File: config.mk
export PLATFORM = sky130hd
export DESIGN_NAME = kernel_window_gen
export DESIGN_NICKNAME = d
export VERILOG_FILES = /design/src/rtl/kernel_pkg.sv /design/src/rtl/line_buffer.sv /design/src/rtl/kernel_window_gen.sv
export SDC_FILE = /design/constraint.sdc
export NUM_CORES = 1
export LEC_CHECK = 0
export BUFFER_PORTS_ARGS = -buffer_cell sky130_fd_sc_hd__buf_2
export CORE_ASPECT_RATIO = 0.7
export CORE_MARGIN = 2
export CORE_UTILIZATION = 57
export DETAILED_ROUTE_END_ITERATION = 8
export PLACE_DENSITY_LB_ADDON = 0.25
export SLEW_MARGIN = 20
export SYNTH_ARGS = -nofsm -noshare
export SYNTH_HDL_FRONTEND = slang
export SYNTH_SLANG_ARGS = --single-unit
File: constraint.sdc
create_clock -name i_clk -period 1.58 [get_ports i_clk]
set_input_delay 0.158 -clock i_clk [delete_from_list [all_inputs] [get_ports i_clk]]
set_output_delay 0.158 -clock i_clk [all_outputs]
set_load 0.05 [all_outputs]
File: src/rtl/kernel_pkg.sv
// Shared constants and FSM encoding for the 3x3 sliding-window generator.
package kernel_pkg;

  localparam int unsigned KERNEL_SIZE       = 3;
  localparam int unsigned DATA_SIZE_DEFAULT = 8;

  typedef enum logic {
    ST_FILL   = 1'b0,
    ST_STREAM = 1'b1
  } state_e;

endpackage

File: src/rtl/line_buffer.sv
// Single-line pixel delay: o_data is the pixel accepted DEPTH enables ago.
module line_buffer #(
  parameter int unsigned DATA_SIZE = 8,
  parameter int unsigned DEPTH     = 8
) (
  input  logic                 i_clk,
  input  logic                 i_en,
  input  logic [DATA_SIZE-1:0] i_data,
  output logic [DATA_SIZE-1:0] o_data
);

  logic [DEPTH-1:0][DATA_SIZE-1:0] mem_q;

  // Contents are frame data only; stale entries are flushed before they can form a window.
  always_ff @(posedge i_clk) begin
    if (i_en) mem_q <= {mem_q[DEPTH-2:0], i_data};
  end

  assign o_data = mem_q[DEPTH-1];

endmodule

File: src/rtl/kernel_window_gen.sv
// Raster-scan 3x3 window generator: two line delays feed a shifting window
// register; windows are flagged only when fully inside the frame.
module kernel_window_gen #(
  parameter int unsigned DATA_SIZE   = kernel_pkg::DATA_SIZE_DEFAULT,
  parameter int unsigned KERNEL_SIZE = kernel_pkg::KERNEL_SIZE,
  parameter int unsigned IMG_WIDTH   = 8,
  parameter int unsigned IMG_HEIGHT  = 8
) (
  input  logic                                             i_clk,
  input  logic                                             i_nrst,
  input  logic                                             i_valid,
  input  logic                                             i_sof,
  input  logic [DATA_SIZE-1:0]                             i_data,
  output logic                                             o_valid,
  output logic [KERNEL_SIZE-1:0][KERNEL_SIZE-1:0][DATA_SIZE-1:0] o_window,
  output logic                                             o_frame_done
);

  localparam int unsigned COL_W = $clog2(IMG_WIDTH);
  localparam int unsigned ROW_W = $clog2(IMG_HEIGHT);

  localparam logic [COL_W-1:0] COL_LAST  = COL_W'(IMG_WIDTH - 1);
  localparam logic [ROW_W-1:0] ROW_LAST  = ROW_W'(IMG_HEIGHT - 1);
  localparam logic [COL_W-1:0] COL_WIN   = COL_W'(KERNEL_SIZE - 1);
  localparam logic [ROW_W-1:0] ROW_PRIME = ROW_W'(KERNEL_SIZE - 2);

  kernel_pkg::state_e state_q, state_d;

  logic [COL_W-1:0] col_q, col_eff_c;
  logic [ROW_W-1:0] row_q, row_eff_c;
  logic             col_last_c, frame_last_c;
  logic             fire_c, done_c;

  logic [DATA_SIZE-1:0] taps [KERNEL_SIZE];

  // A start-of-frame pixel is always position (0,0), whatever the counters say.
  assign col_eff_c    = i_sof ? '0 : col_q;
  assign row_eff_c    = i_sof ? '0 : row_q;
  assign col_last_c   = (col_eff_c == COL_LAST);
  assign frame_last_c = col_last_c && (row_eff_c == ROW_LAST);

  // taps[k] is the pixel k lines above the incoming one
  assign taps[0] = i_data;

  for (genvar k = 0; k < KERNEL_SIZE - 1; k++) begin : g_line
    line_buffer #(
      .DATA_SIZE (DATA_SIZE),
      .DEPTH     (IMG_WIDTH)
    ) u_line_buffer (
      .i_clk  (i_clk),
      .i_en   (i_valid),
      .i_data (taps[k]),
      .o_data (taps[k+1])
    );
  end

  always_ff @(posedge i_clk or negedge i_nrst) begin
    if (!i_nrst) state_q <= kernel_pkg::ST_FILL;
    else         state_q <= state_d;
  end

  always_comb begin
    state_d = state_q;
    if (i_valid) begin
      if (i_sof) begin
        state_d = kernel_pkg::ST_FILL;
      end else begin
        unique case (state_q)
          kernel_pkg::ST_FILL:   if (col_last_c && (row_eff_c == ROW_PRIME)) state_d = kernel_pkg::ST_STREAM;
          kernel_pkg::ST_STREAM: if (frame_last_c) state_d = kernel_pkg::ST_FILL;
          default:               state_d = kernel_pkg::ST_FILL;
        endcase
      end
    end
  end

  // Columns 0..KERNEL_SIZE-2 would straddle a line wrap, so they never fire.
  always_comb begin
    fire_c = 1'b0;
    done_c = 1'b0;
    if (i_valid && !i_sof && (state_q == kernel_pkg::ST_STREAM) && (col_eff_c >= COL_WIN)) begin
      fire_c = 1'b1;
      done_c = frame_last_c;
    end
  end

  always_ff @(posedge i_clk or negedge i_nrst) begin
    if (!i_nrst) begin
      col_q <= '0;
      row_q <= '0;
    end else if (i_valid) begin
      col_q <= col_last_c ? '0 : col_eff_c + COL_W'(1);
      if (frame_last_c)    row_q <= '0;
      else if (col_last_c) row_q <= row_eff_c + ROW_W'(1);
      else                 row_q <= row_eff_c;
    end
  end

  always_ff @(posedge i_clk or negedge i_nrst) begin
    if (!i_nrst) begin
      o_valid      <= 1'b0;
      o_frame_done <= 1'b0;
    end else begin
      o_valid      <= fire_c;
      o_frame_done <= done_c;
    end
  end

  // Shift one column in from the right; row 0 receives the oldest line.
  always_ff @(posedge i_clk or negedge i_nrst) begin
    if (!i_nrst) begin
      o_window <= '0;
    end else if (i_valid) begin
      for (int unsigned r = 0; r < KERNEL_SIZE; r++) begin
        for (int unsigned c = 0; c < KERNEL_SIZE - 1; c++) begin
          o_window[r][c] <= o_window[r][c+1];
        end
        o_window[r][KERNEL_SIZE-1] <= taps[KERNEL_SIZE-1-r];
      end
    end
  end

endmodule

After elaboration in Yosys (flattened, before gate mapping)
Index checks and enable logic that the tools add are counted.

cells by class
  $add $sub $neg = 2
  order comparisons = 1
  eq/ne operators = 3
  muxes and demuxes = 11
  bitwise gates (word level) = 1
  reductions and logical operators = 6

operator list
  cell                                                                count
  2-to-1 mux 3 bit                                                    5
  adder 3 x 1 -> 3 bit (second input constant)                        2
  == test 3 bit (second input constant)                               2
  logical AND 1 bit                                                   5
  2-to-1 mux 1 bit                                                    5
  == test 3 x 1 -> 1 bit (second input constant)                      1
  greater-or-equal comparator 3 x 2 -> 1 bit (second input constant)  1
  case mux 1 bit (2 select lines)                                     1
  logical NOT 1 bit                                                   1
  NOT 1 bit                                                           1

storage, ports and cells
  bits in registers = 209
  input port bits = 12
  output and inout port bits = 74
  word-level logic and storage cells = 54

Depth between registers and ports, before layout
Gate-level depths: netlist of run 1.

  depth in word-level cells = 6
  gate-level depth with buffers = 6
  gate-level depth less buffers = 6

Cells and area by module
Synthesis of run 1 repeated with hierarchy kept, for this count alone.

unflattened totals
  cells, all modules = 342
  area total of the unflattened synthesis = 7099.3 sq um

by module, submodules not included
  module             times used  cells each  area each (sq um)  seq. area each (sq um)
  line_buffer        2           72          1981.9             1921.8
  kernel_window_gen  1           198         3135.5             2026.9

Least setup slack after synthesis of run 1
Ideal clock, no wire load.

  path kind = reg2reg
  from = reg col_q[0]
  to = reg row_q[2]
  setup time = 126 ps
  arrival = 1233 ps
  required time = 1454 ps
  path slack = 220 ps
  stages on the path, launching flop included = 6
  buffers on the path = 0
  period minus slack after synthesis = 1360 ps
  cell sequence = dfrtp_1 -> and3_1 -> ha_1 -> nand3_1 -> nor3b_1 -> a311o_1

between the ends
  word-level cells in the longest chain between the ends = 4
  elaborated cells between the ends (all ways) = 5
  classes of those cells = 1 x eq/ne; 3 x mux; 1 x reduce/logical

RTL lines
  element                                                       line                                              text
  from (decl)                                                   kernel_window_gen.sv:29                           logic [COL_W-1:0] col_q, col_eff_c;
  from (signal assigned)                                        kernel_window_gen.sv:92                           col_q <= col_last_c ? '0 : col_eff_c + COL_W'(1);
  2-to-1 mux 3 bit (*)                                          kernel_window_gen.sv:37                           assign col_eff_c = i_sof ? '0 : col_q;
  == test 3 bit (*)                                             kernel_window_gen.sv:39                           assign col_last_c = (col_eff_c == COL_LAST);
  2-to-1 mux 3 bit / logical AND 1 bit (equally long branches)  kernel_window_gen.sv:94, kernel_window_gen.sv:40
  2-to-1 mux 3 bit (*)                                          kernel_window_gen.sv:93                           if (frame_last_c) row_q <= '0;
  to (signal assigned)                                          kernel_window_gen.sv:94                           else if (col_last_c) row_q <= row_eff_c + ROW_W'(1);
  to (signal assigned)                                          kernel_window_gen.sv:95                           else row_q <= row_eff_c;
  to (decl)                                                     kernel_window_gen.sv:30                           logic [ROW_W-1:0] row_q, row_eff_c;

Mark *: on every way between the ends. The rest lies on a longest branch, timed or not.
A chain may end at the register's enable or synchronous reset.

Final worst setup path of run 1
  from = in i_sof
  to = reg state_q

between the ends
  word-level cells in the longest chain between the ends = 6
  elaborated cells between the ends (all ways) = 11
  classes of those cells = 3 x eq/ne; 6 x mux; 2 x reduce/logical

RTL lines
  element                                line                                              text
  from (decl)                            kernel_window_gen.sv:12                           input logic i_sof,
  2-to-1 mux 3 bit (on tied branches)    kernel_window_gen.sv:37, kernel_window_gen.sv:38
  == test 3 bit (tied with other cells)  kernel_window_gen.sv:39
  logical AND 1 bit (on tied branches)   kernel_window_gen.sv:40, kernel_window_gen.sv:69
  2-to-1 mux 1 bit (on tied branches)    kernel_window_gen.sv:70, kernel_window_gen.sv:69
  case mux 1 bit (2 select lines)        kernel_window_gen.sv:68                           unique case (state_q)
  2-to-1 mux 1 bit (*)                   kernel_window_gen.sv:65                           if (i_sof) begin
  to (signal assigned)                   kernel_window_gen.sv:58                           if (!i_nrst) state_q <= kernel_pkg::ST_FILL;
  to (signal assigned)                   kernel_window_gen.sv:59                           else state_q <= state_d;
  to (decl)                              kernel_window_gen.sv:27                           kernel_pkg::state_e state_q, state_d;

Marks and branches as above.

==> results list, run 1 <==
- The internal portion of the total power is approximately 9.5 mW.
* Post-synthesis cell area: between 6000 and 7000 um2
- Measured against its own limit, the worst slew margin works out to a little under 80%.
- Together, buffers and inverters on the worst path number 3.
- Setup violation total in the final timing report: 0
* Proportion of synthesized chip area in sequential cells: a little over four fifths
- The detailed router finished its first iteration with approximately 190 violations.
* Ordered cell list for the critical path: dlygate4sd3_1 > buf_2 > inv_1 > and3_1 > ha_2 > nand4_1 > a311o_1
- Fraction of final layout cells with drive strength greater than 1: approximately 44%
- In this design, the stage delay of the slowest critical-path cell is around 0.52 ns.
- The clock arrives with about 0.011 ns of skew.
- Across the VDD grid, the largest voltage drop is roughly 0.9 mV.
- DR vias: between 3,000 and 4,000
- Based on the critical path, the design can be clocked at up to 0.6675 GHz.
* Die X: approximately 140 um
- The library cell used most frequently in the layout, excluding fill and tap cells, is edfxtp_1.
- The clock net in this run drives a total of between 200 and 250 sinks.
- Setup repair after global routing left no endpoint under its margin.
- TritonCTS built the clock tree.
* Worst setup timing slack at the placement stage: 0.1034 ns
- The total overflow left after global routing is 0.
- Most frequent cells in the layout: 128 x edfxtp_1, 83 x buf_2, 81 x dfrtp_1
* Largest net degree at the start of global routing: 42
- The most used flip-flop cell after synthesis is edfxtp_1.
- At the end of the flow, the number of nets in the layout was around 460.
- Starting density of the core: 58.94%
* Die Outline Area: about 13,000 um2
* Post-layout instance area: 8462 um2
- Post-synthesis instance total: around 320
- Slew @ Worst Pin: around 0.33 ns
- Power share of the sequential group: about half
* Number of cells after detailed placement: between 500 and 600
- Worst-case setup margin in the final layout: slightly above 0.08 ns
- For this block, the routed nets add up to ~9500 um of wire.
- For this run, the share of the core covered by cells in the final layout is a little under three quarters.
* Arr. time, crit path: around 1.9 ns
* Final Hold Slack: 0.09411 ns
- Count of flip-flops with a built-in enable after synthesis: about 130
- Initial antenna violation count: 0
- Placed Instance Area: just under 8000 um2
* Area Overhead vs Synth: 21.57%
* Mapped Nets: 337
* Number of routed nets with antenna violations: 0
* Final HPWL DP: between 5000 and 6000 um
- The worst setup path is captured at a register.
* Final weighted congestion of routability-driven global placement: around 0.67
- Core footprint: about 12,000 um2
- Antenna Cells: 0
- Once layout is complete, the cells apart from fillers number 618.
* CP startpoint kind: primary input
- Of the available clock period, the critical path in the final layout requires 94.82%.
- The tool flagged a number of max-cap violations equal to 0.
- Dividing total power by cell area gives a power density of approximately 1500 nW/um2.
- The min-delay analysis places its worst path in the category in2async.
- Number of vias per cell: 5.055
* Worst-path clk slew: around 0.060 ns
- Vias in the first global route: between 3,000 and 4,000
* Boundary pin count: 86
- In the final timing run, aggregate negative setup slack is 0 ns.
* Pleak: ~3.4 nW
* Register bit total from synthesis: 209
* Critical Path Fanout Max: 7
* Switching Fraction: 26.79%
* Portion of total power attributed to the clock network: a little over a third
* Run status: completed
- At the worst endpoint, the required time is slightly below 2 ns.
* Number of buffers created by CTS: 20
* Clock Path Buffers: 3
* Fraction of power consumed by combinational cells: between 10 and 15%
- In the routed design, unresolved DRC markers number 0.
- GRT Util Overall: between 10% and 20%
- Post-layout minimum cycle time: approximately 1.5 ns
- TritonRoute pass-1 iters: 4
* Clock Root Buffer: clkbuf_16
- Port buffering added 85 buffers.
- Hold violation count in the final report: 0
* Count of synthesis-stage warnings from yosys: 0
- Layout fillers: 752
- Wire length of the first global-routing pass: around 15,000 um
* Async set-reset flop share out of synthesis: between 30% and 40%
* Category of cells accounting for the largest share of critical-path delay: buffers and inverters
* Max-slew violation total from the final report: 0
- Later-pin clock latency in the skew report: roughly 0.48 ns
- Critical path class: in2reg
- For this design the total switching power over the nets is about 3.5 mW.
- Clock H-tree levels: 1
* Y dimension of the die: approximately 96 um
- On the critical path, the stage with the largest delay is an instance of dlygate4sd3_1.
- Average wire per cell in the routed design: approximately 15 um
* Final Power: between 10 and 15 mW
- Count of standard-cell rows: 33
* Post-synth cell types: 25
- A synthesized cell averages ~22 um2.
-- repair_timing --
item | in CTS | in global routing
setup buffers | 0 | 1
gates resized for setup | 0 | 1
hold buffers | 10 | 0
endpoints found under the hold margin | 98 | 0
endpoints found under the setup margin | 0 | 2
-- power groups by stage --
stage	combinational (mW)	clock, mW	sequential (mW)
final	1.85	4.57	6.56
after global routing	1.94	4.97	6.62
after CTS	1.87	4.69	6.57
after detailed placement	1.85	0	6.67
after global placement	1.82	0	6.63
after floorplan	0.338	0	7.61
-- logic make-up (layout without fill, tap and decap cells) --
logic type                 after synthesis  in the layout  share of synthesized area [%]
and+or+nand+nor                         18             18                          1.474
AOI/OAI and AO/OA                        8              8                         0.8270
muxes                                   74             74                          11.97
buffers and inverters                   12            150                          1.025
DFF                                    209            209                          84.34
adders and majority gates                2              2                         0.3595
-- flip-flops by register name, summed over array words and instances, names as in the netlist --
name                         flops
g_line.u_line_buffer.mem_q     112
o_window                        72
g_line.u_line_buffer.o_data     16
col_q                            3
row_q                            3
o_frame_done                     1
o_valid                          1
state_q                          1
-- worst paths after layout --
path,start,end,slack [ns],cells after the start
worst max register to register,col_q[0],row_q[2],0.15,5
max in group asynchronous,i_nrst,o_window[41],0.89,3
min in group i_clk,i_valid,g_line[0].u_line_buffer.mem_q[7],0.12,1
worst max-delay path,i_sof,state_q,0.08,7
worst min-delay path,i_nrst,o_window[20],0.09,2
worst min register to register,g_line[0].u_line_buffer.mem_q[37],g_line[0].u_line_buffer.mem_q[45],0.42,0
-- cell usage after synthesis (2+ instances only) --
library cell,number,share of area (%)
mux2_2,72,12
mux2_1,2,0.32
o21ai_0,2,0.14
nand2_1,4,0.22
ha_1,2,0.36
nor2b_1,4,0.36
buf_6,2,0.32
a311o_1,2,0.29
nor2_1,3,0.16
inv_1,3,0.16
edfxtp_1,128,55
buf_2,6,0.43
dfrtp_1,81,29
-- worst register-to-register path: cells and delay by family (launching register included) --
kind	cells	cell delay, ns
flops	1	0.41
simple gates	3	0.39
compound gates	1	0.32
fa+ha+maj	1	0.20
-- final cells by class --
class,count,area (um2),share of cell area [%]
Timing Repair Buffer,111,719.4,8.502
Multi-Input combinational cell,102,1021,12.07
Tap cell,157,196.4,2.321
Sequential cell,209,5871,69.38
Inverter,3,11.26,0.1331
Clock inverter,13,131.4,1.553
Clock buffer,23,511.7,6.048
-- metal layers --
metal / wire length [um] / up-vias / part of all wire, % / global-route usage, %
met3: 529 / 17 / 5.6 / 3.547
met4: 187 / 0 / 2.0 / 4.774
met5: 0 / - / 0 / 0
met1: 4341 / 1547 / 46 / 21.26
li1: - / 1470 / - / -
met2: 4441 / 90 / 47 / 23.62
No activity file was read; power rests on OpenSTA's default activity.
==> run 2: changes to the inputs <==
ABC_AREA = 1   (was default)
TNS_END_PERCENT = 20   (was default)
==> run 2 against run 1 <==
  * Combinational power shrank 23%
  * Synthesized area grew 0.75%
  * Critical endpoint is now row_q[1]
  * Largest cell class unchanged
  * Highest routed layer unchanged
  * Global-route usage grew 2.4 points
  * Flip-flop and latch count is the same
==> results list, run 2 <==
- TritonCTS built the clock tree.
- Worst-path clk slew: 0.07 ns (about the same)
- Among all cell types in the netlist, the one instantiated most often is nand2_1.
- The number of max-cap violations is 0 (unchanged).
- Die Outline Area: 13,220 um2 (+0.73%)
- Die X: 136.6 um (+0.36%)
* Flip-flop count of the largest register after layout: 112 (unchanged)
- Count of standard-cell rows: 33 (unchanged)
- The area of the mapped netlist came to 7013 um2 (+0.75%).
- Total of buffers placed on input and output ports: 85 (unchanged)
- Worst hold-check path type: in2reg
- The mean post-synth cell area came to 14.98 um2 (-30%).
* Number of cells after detailed placement: 702 (+23%)
- Max VDD drop: 0.8543 mV (-7.8%)
- Non-filler instance count after layout: 743 (+20%)
- The post-DP HPWL was 6916 um (+18%).
- Most repeated library cell on the critical path: nand2_1
* Fraction of final layout cells with drive strength greater than 1: 21.33% (-23 points)
- The actual slew at the worst max-slew pin was 0.7148 ns (+0.3881 ns).
* Run status: completed
- CTS sink cnt: 209 (unchanged)
- Relative max-transition margin: 52.34% (-26 points)
- Count of routing violations after the opening detailed-route iteration: 302 (+63%)
- Starting density of the core: 59.18% (+0.24 points)
* Req. time, crit path: 1.94 ns (about the same)
* Clock H-tree levels: 1 (unchanged)
- The number of antenna diodes was 0 (unchanged).
- The number of remaining DRC errors was 0 (unchanged).
- The cell leakage power is 3.580 nW (+5.7%).
- Most frequent cells in the layout: 138 x nand2_1, 128 x edfxtp_1, 83 x buf_2
- Y dimension of the die: 96.81 um (+0.36%)
- Average wire per cell in the routed design: 15.17 um (-1.3%)
- The global-route total usage across every layer was 17.37% (+2.4 points).
- Post-synth cell types: 21 (-16%)
* Final weighted congestion of routability-driven global placement: 0.8323 (+24%)
- Setup violation total in the final timing report: 0 (unchanged)
- By area the synthesized netlist is led by edfxtp_1 55%, dfrtp_1 29%, nand2_1 7.4%.
* GRT overflow: 0 (unchanged)
- Final nets: 588 (+28%)
* Register bit total from synthesis: 209 (unchanged)
- Drt total wl: 11,270 um (+19%)
* Setup total negative slack: 0 ns (unchanged)
- Area Overhead vs Synth: 18.14%
- The net count after synthesis was 482 (+43%).
* Later-pin clock latency in the skew report: 0.47 ns (about the same)
- Maximum achievable frequency: 0.6880 GHz (+3.1%)
* Count of flip-flops with a built-in enable after synthesis: 128 (unchanged)
- RSZ-0062 raised after global routing: false
* Post-synthesis instance total: 468 (+45%)
- Cell type contributing the most total cell area after synthesis: edfxtp_1
- Number of routed nets with antenna violations: 0 (unchanged)
* Power density over cell area: 1452 nW/um2 (-5.4%)
- Worst Skew: 0.005772 ns (-0.005627 ns)
- The count of warnings emitted by yosys is 0 (unchanged).
- Max-slew violation total from the final report: 0 (unchanged)
* Clock Path Buffers: 3 (unchanged)
- Number of vias per cell: 5.116 (+1.2%)
- Register with the most flip-flops: g_line.u_line_buffer.mem_q
* Postcts setup bufs: 0 (unchanged)
- CTS placed an instance of clkbuf_16 at the clock tree root.
* Hold violation count in the final report: 0 (unchanged)
- Vias in the first global route: 3,648 (+18%)
- CP startpoint kind: register
- The worst setup path is captured at a register.
* Critical path class: reg2reg
- Wire length of the first global-routing pass: 18,170 um (+19%)
- Number of buffers created by CTS: 18 (-10%)
- The commonest cells after synthesis are 138 x nand2_1, 128 x edfxtp_1, 81 x dfrtp_1.
- The share of Yosys cell area claimed by the top area cell type came to 54.81% (-0.41 points).
- Post-layout minimum cycle time: 1.454 ns (-0.04471 ns)
- Most used flip-flop cell after synthesis: edfxtp_1
- The signal on the critical path passes through nand2_1 > nor2_1 > ha_1 > inv_1 > nor2_2 > nand2_1 > nand3_1 > nand2_1.
* DR vias: 3,801 (+22%)
* Leading cell type in the layout, fill and taps excluded: nand2_1
- Proportion of synthesized chip area in sequential cells: 83.71% (-0.63 points)
* Critical Path Fanout Max: 4 (-3)
* Stage delay of the slowest cell on the critical path: 0.39 ns (-0.13 ns)
- Async set-reset flop share out of synthesis: 38.76% (unchanged)
- Core footprint: 11,850 um2 (+0.35%)
- Arr. time, crit path: 1.81 ns (-0.04 ns)
- Fraction of the core area covered by cells at the end of the flow: 69.92% (-1.7 points)
* Cell type of the slowest stage on the worst timing path: dfrtp_1
- The count of TritonRoute iterations in the first routing pass is 5 (+1).
* Largest net degree at the start of global routing: 78 (+86%)
- The final clock period utilization by the worst path came to 92.00% (-2.8 points).
- The top-level I/O count is 86 (unchanged).
* Initial antenna violation count: 0 (unchanged)
-- run 2: cell types whose count changed after synthesis, moves of 3 or more --
cell	change
buf_2	+3
buf_6	+3
inv_1	+27
mux2_2	-72
nand2_1	+134
nand3_1	+5
nor2_1	+3
nor2b_1	-4
o21ai_0	+46
o21ai_1	+4
-- run 2: critical path: cells and delay by family (launching register included) --
| kind | cells | cell delay, ns |
|---|---|---|
| adder cells (fa/ha/maj) | 1 | 0.23 |
| buffers and inverters | 1 | 0.10 |
| AND/OR/NAND/NOR | 6 | 0.62 |
| flip-flops | 1 | 0.39 |
-- run 2: cell type report --
class	count	area [um2]
Tap cell	157	196.4
Timing Repair Buffer	103	629.4
Multi-Input combinational cell	210	903.4
Clock inverter	5	23.77
Inverter	32	122.6
Clock buffer	27	539.3
Fill cell	781	3565
Sequential cell	209	5871
-- run 2: repair_timing --
item | in CTS | in global routing
hold endpoints to repair | 97 | 0
setup endpoints to repair | 0 | 1
hold buffers | 9 | 0
gates resized for setup | 0 | 1
-- run 2: worst paths after layout --
path	to	cells after the start	slack [ns]	from
worst max register to register	row_q[1]	8	0.13	col_q[1]
min in group asynchronous	o_window[4]	2	0.09	i_nrst
worst min register to register	g_line[0].u_line_buffer.o_data[6]	0	0.42	g_line[0].u_line_buffer.mem_q[54]
worst max-delay path	row_q[1]	8	0.13	col_q[1]
max in group asynchronous	o_window[14]	3	0.90	i_nrst
worst min-delay path	g_line[0].u_line_buffer.mem_q[36]	1	0.03	i_valid
-- run 2: cell families after synthesis --
kind of cell	count (synthesis)	share of synthesized area (%)
flops	209	83.71
simple gates	152	8.368
compound gates	56	4.121
buf+inv	49	3.443
fa+ha+maj	2	0.3568
-- run 2: layer usage --
layer	vias up	part of all wire, %	track usage, %
met3	27	6.5	4.822
met2	120	47	25.65
met1	1861	45	25.92
met4	0	2.3	4.567
li1	1793	-	-
met5	-	0	0
-- run 2: through the flow --
step                setup WS (ns)  cell area (um2)  hold slack, ns  power [mW]
floorplan                  0.3513             7013         -0.1376       7.501
global placement           0.2578             7630         0.03723       7.924
detailed placement         0.1029             7630         0.04130       7.976
CTS                        0.1328             8283         0.01687       12.14
global route              0.03740             8285         0.02319       12.50
finish                     0.1265             8285         0.03148       12.03
-- run 2: power by group --
group	leakage (nW)	internal, mW	switching [mW]
Combinational	1.03	0.290	1.14
Sequential	2.27	6.26	0.192
Clock	0.282	2.36	1.79
Total	3.58	8.91	3.12
==> run 3: changes to the inputs <==
CORE_UTILIZATION = 59   (was 57)
CTS_BUF_LIST = sky130_fd_sc_hd__clkbuf_4   (was default)
HOLD_SLACK_MARGIN = 0.03   (was default)
SETUP_SLACK_MARGIN = 0.4   (was default)
==> run 3 against run 2 <==
  * The run now ends with hold timing left
  * Critical path depth increased by 2
  * Non-clock buffer count increased by 33
  * Clock power increased by 4%
  * First-iteration DRC count decreased by 20%
  * Die area decreased by 3.3%
  * Via count increased by 9.7%
  * Flip-flop and latch count unchanged
  * Critical path type is now in2reg
==> results list, run 3 (same netlist as run 2, synthesis figures left out) <==
* Number of vias per cell: 5.023 (-1.8%)
- The largest net degree at the start of global routing was 78 (unchanged).
* Flip-flop count of the largest register after layout: 112 (unchanged)
- Die X: 134.3 um (-1.7%)
* Worst hold-check path type: in2reg
- The setup TNS was 0 ns (unchanged).
* Y dimension of the die: 95.22 um (-1.6%)
* Core footprint: 11,640 um2 (-1.7%)
- Worst setup EP type: register
- The number of max-cap violations was 0 (unchanged).
- Post-layout instance area: 9019 um2 (+8.8%)
- Number of buffers created by CTS: 47 (+29)
- The initial antenna violation count is 0 (unchanged).
- The highest attainable clock frequency came to 0.6881 GHz (about the same).
- Worst-path clk slew: 0.07 ns (about the same)
* Setup violation total in the final timing report: 0 (unchanged)
* RSZ-0062 raised after global routing: true
- STA classifies the critical path startpoint as a primary input.
- Boundary pin count: 86 (unchanged)
* Hold violation count in the final report: 21 (+21)
- Fraction of the core area covered by cells at the end of the flow: 77.46% (+7.5 points)
- Final Hold Slack: -0.01847 ns (-0.04994 ns)
- The depth of the CTS H-tree came to 2 (+1).
- Most frequent cells in the layout: 133 x nand2_1, 128 x edfxtp_1, 81 x dfrtp_1
- Total of buffers placed on input and output ports: 85 (unchanged)
- The post-DP HPWL came to 6926 um (+0.14%).
- The number of standard-cell rows in the floorplan is 33 (unchanged).
- The relative max-transition margin was 50.58% (-1.8 points).
- The root buffer cell chosen for the clock tree is clkbuf_4.
- The maximum buffer depth of the clock tree came to 3 (unchanged).
* Max-slew violation total from the final report: 0 (unchanged)
- Req. time, crit path: 2.07 ns (+0.13 ns)
- Vias in the first global route: 4,282 (+17%)
- The worst supply voltage drop on vdd is 1.203 mV (+41%).
- Fraction of final layout cells with drive strength greater than 1: 33.14% (+12 points)
- Worst-case setup margin in the final layout: 0.1268 ns (+0.0002780 ns)
- The cts-stage hold buffer count is 12 (+3).
- The critical path in this run is classified as in2reg.
- The initial cell density of the core came to 60.23% (+1.0 points).
- Average wire per cell in the routed design: 15.36 um (+1.3%)
- The global-route total usage across every layer was 20.64% (+3.3 points).
- Worst setup timing slack at the placement stage: 0.2150 ns (+0.1121 ns)
- The number of remaining DRC errors came to 0 (unchanged).
- CTS sink cnt: 209 (unchanged)
- The DRC violation total after the first TritonRoute iteration is 243 (-20%).
- The overall via count from detail_route is 4,169 (+9.7%).
- Portion of total power attributed to the clock network: 34.3% (-0.2 points)
* Placed Instance Area: 7622 um2 (about the same)
- Fraction of power consumed by combinational cells: 14.3% (+2.4 points)
* GRT overflow: 0 (unchanged)
- From synthesis to final layout, the design area changed by 28.60%.
- Layout fillers: 670 (-14%)
- Die Outline Area: 12,790 um2 (-3.3%)
- The actual slew at the worst max-slew pin came to 0.7414 ns (+0.02653 ns).
- The minimum period implied by the final worst setup slack is 1.453 ns (-0.0002780 ns).
- The total net switching power was 3.359 mW (+7.7%).
- Antenna Cells: 0 (unchanged)
* Number of routed nets with antenna violations: 0 (unchanged)
- The source-to-sink clock delay at the later pin of the worst-skew pair is 0.58 ns (+0.11 ns).
* Critical Path Fanout Max: 6 (+2)
* Sequential cell area: 5871 um2 (unchanged)
- Violated checks: hold timing
- TritonCTS built the clock tree.
* Arr. time, crit path: 1.95 ns (+0.14 ns)
- Internal power summed over all cells: 9.234 mW (+3.6%)
* Worst Skew: 0.03145 ns (+0.02567 ns)
- The final-stage net count was 650 (+11%).
- Run status: finished, violations left
- The final estimated routing congestion in global placement came to 0.8495 (+2.1%).
- The wire length of the first global-routing pass came to 20,270 um (+12%).
* Power density over cell area: 1396 nW/um2 (-3.8%)
* Drt total wl: 12,750 um (+13%)
- The power share of the sequential group was 51.5% (-2.1 points).
- The final clock period utilization by the worst path is 91.98% (about the same).
- The register with the most flip-flops in the final layout is g_line.u_line_buffer.mem_q.
- The cell leakage power is 3.930 nW (+9.8%).
* Area of the multi-input gates: 949.7 um2 (+5.1%)
* TritonRoute pass-1 iters: 4 (-1)
- The net switching share of the total power is 26.67% (+0.75 points).
- The library cell used most frequently in the layout, excluding fill and tap cells, is nand2_1.
-- run 3: cell types whose count changed in the layout (fill, tap and decap cells not counted), moves of 4 or more --
cell | before | now
clkbuf_4 | 1 | 78
buf_2 | 83 | 12
buf_4 | 7 | 59
buf_6 | 1 | 51
clkbuf_16 | 19 | 0
clkinv_1 | 1 | 6
nand2_1 | 138 | 133
nand2_2 | 0 | 5
clkbuf_1 | 4 | 0
clkinv_2 | 4 | 0
inv_2 | 1 | 5
-- run 3: area by class of cell --
cell class / instances / share of cell area [%]
Clock buffer: 78 / 6.493
Clock inverter: 8 / 0.6243
Inverter: 32 / 1.360
Multi-Input combinational cell: 210 / 10.53
Sequential cell: 209 / 65.09
Tap cell: 157 / 2.178
Timing Repair Buffer: 136 / 13.72
-- run 3: what timing repair did --
action,CTS,global route
endpoints found under the setup margin,79,81
setup buffers,15,15
resized for setup,111,26
gates cloned,0,0
endpoints found under the hold margin,129,25
pin swaps,0,5
-- run 3: stage by stage --
stage / power (mW) / cells
floorplan: 7.502 / 468
global placement: 7.927 / 702
detailed placement: 7.975 / 702
CTS: 12.62 / 815
global route: 13.22 / 830
finish: 12.59 / 830
-- run 3: worst max-delay path, stage by stage --
cell	delay [ns]
buf_2	0.11
dlygate4sd3_1	0.61
inv_2	0.13
nand2_2	0.08
nor2_2	0.09
ha_2	0.24
inv_2	0.08
o21ai_0	0.27
nand3_1	0.12
nand2_1	0.07
-- run 3: path summary, 6_finish.rpt --
path | start | end | slack (ns) | cells after the start
min in group asynchronous | i_nrst | o_window[55] | 0.11 | 3
worst max register to register | col_q[1] | row_q[1] | 0.19 | 7
worst min-delay path | i_valid | g_line[0].u_line_buffer.mem_q[42] | -0.02 | 1
worst max-delay path | i_sof | row_q[1] | 0.13 | 10
worst min register to register | g_line[1].u_line_buffer.mem_q[43] | g_line[1].u_line_buffer.mem_q[51] | 0.41 | 0
max in group asynchronous | i_nrst | o_window[5] | 1.00 | 3
-- run 3: per-layer routing --
metal / track usage [%] / wire length [um] / share of wire, % / vias up
li1: - / - / - / 1957
met1: 27.67 / 5686 / 45 / 2063
met2: 32.91 / 6167 / 48 / 131
met3: 6.220 / 736 / 5.8 / 18
met4: 7.368 / 159 / 1.2 / 0
met5: 0 / 0 / 0 / -
-- run 3: power groups by stage --
stage / Clock, mW / Combinational (mW) / Sequential (mW)
after detailed placement: 0 / 1.41 / 6.56
final: 4.32 / 1.80 / 6.48
after floorplan: 0 / 0.266 / 7.24
after global routing: 4.80 / 1.90 / 6.52
after CTS: 4.46 / 1.68 / 6.48
after global placement: 0 / 1.39 / 6.54
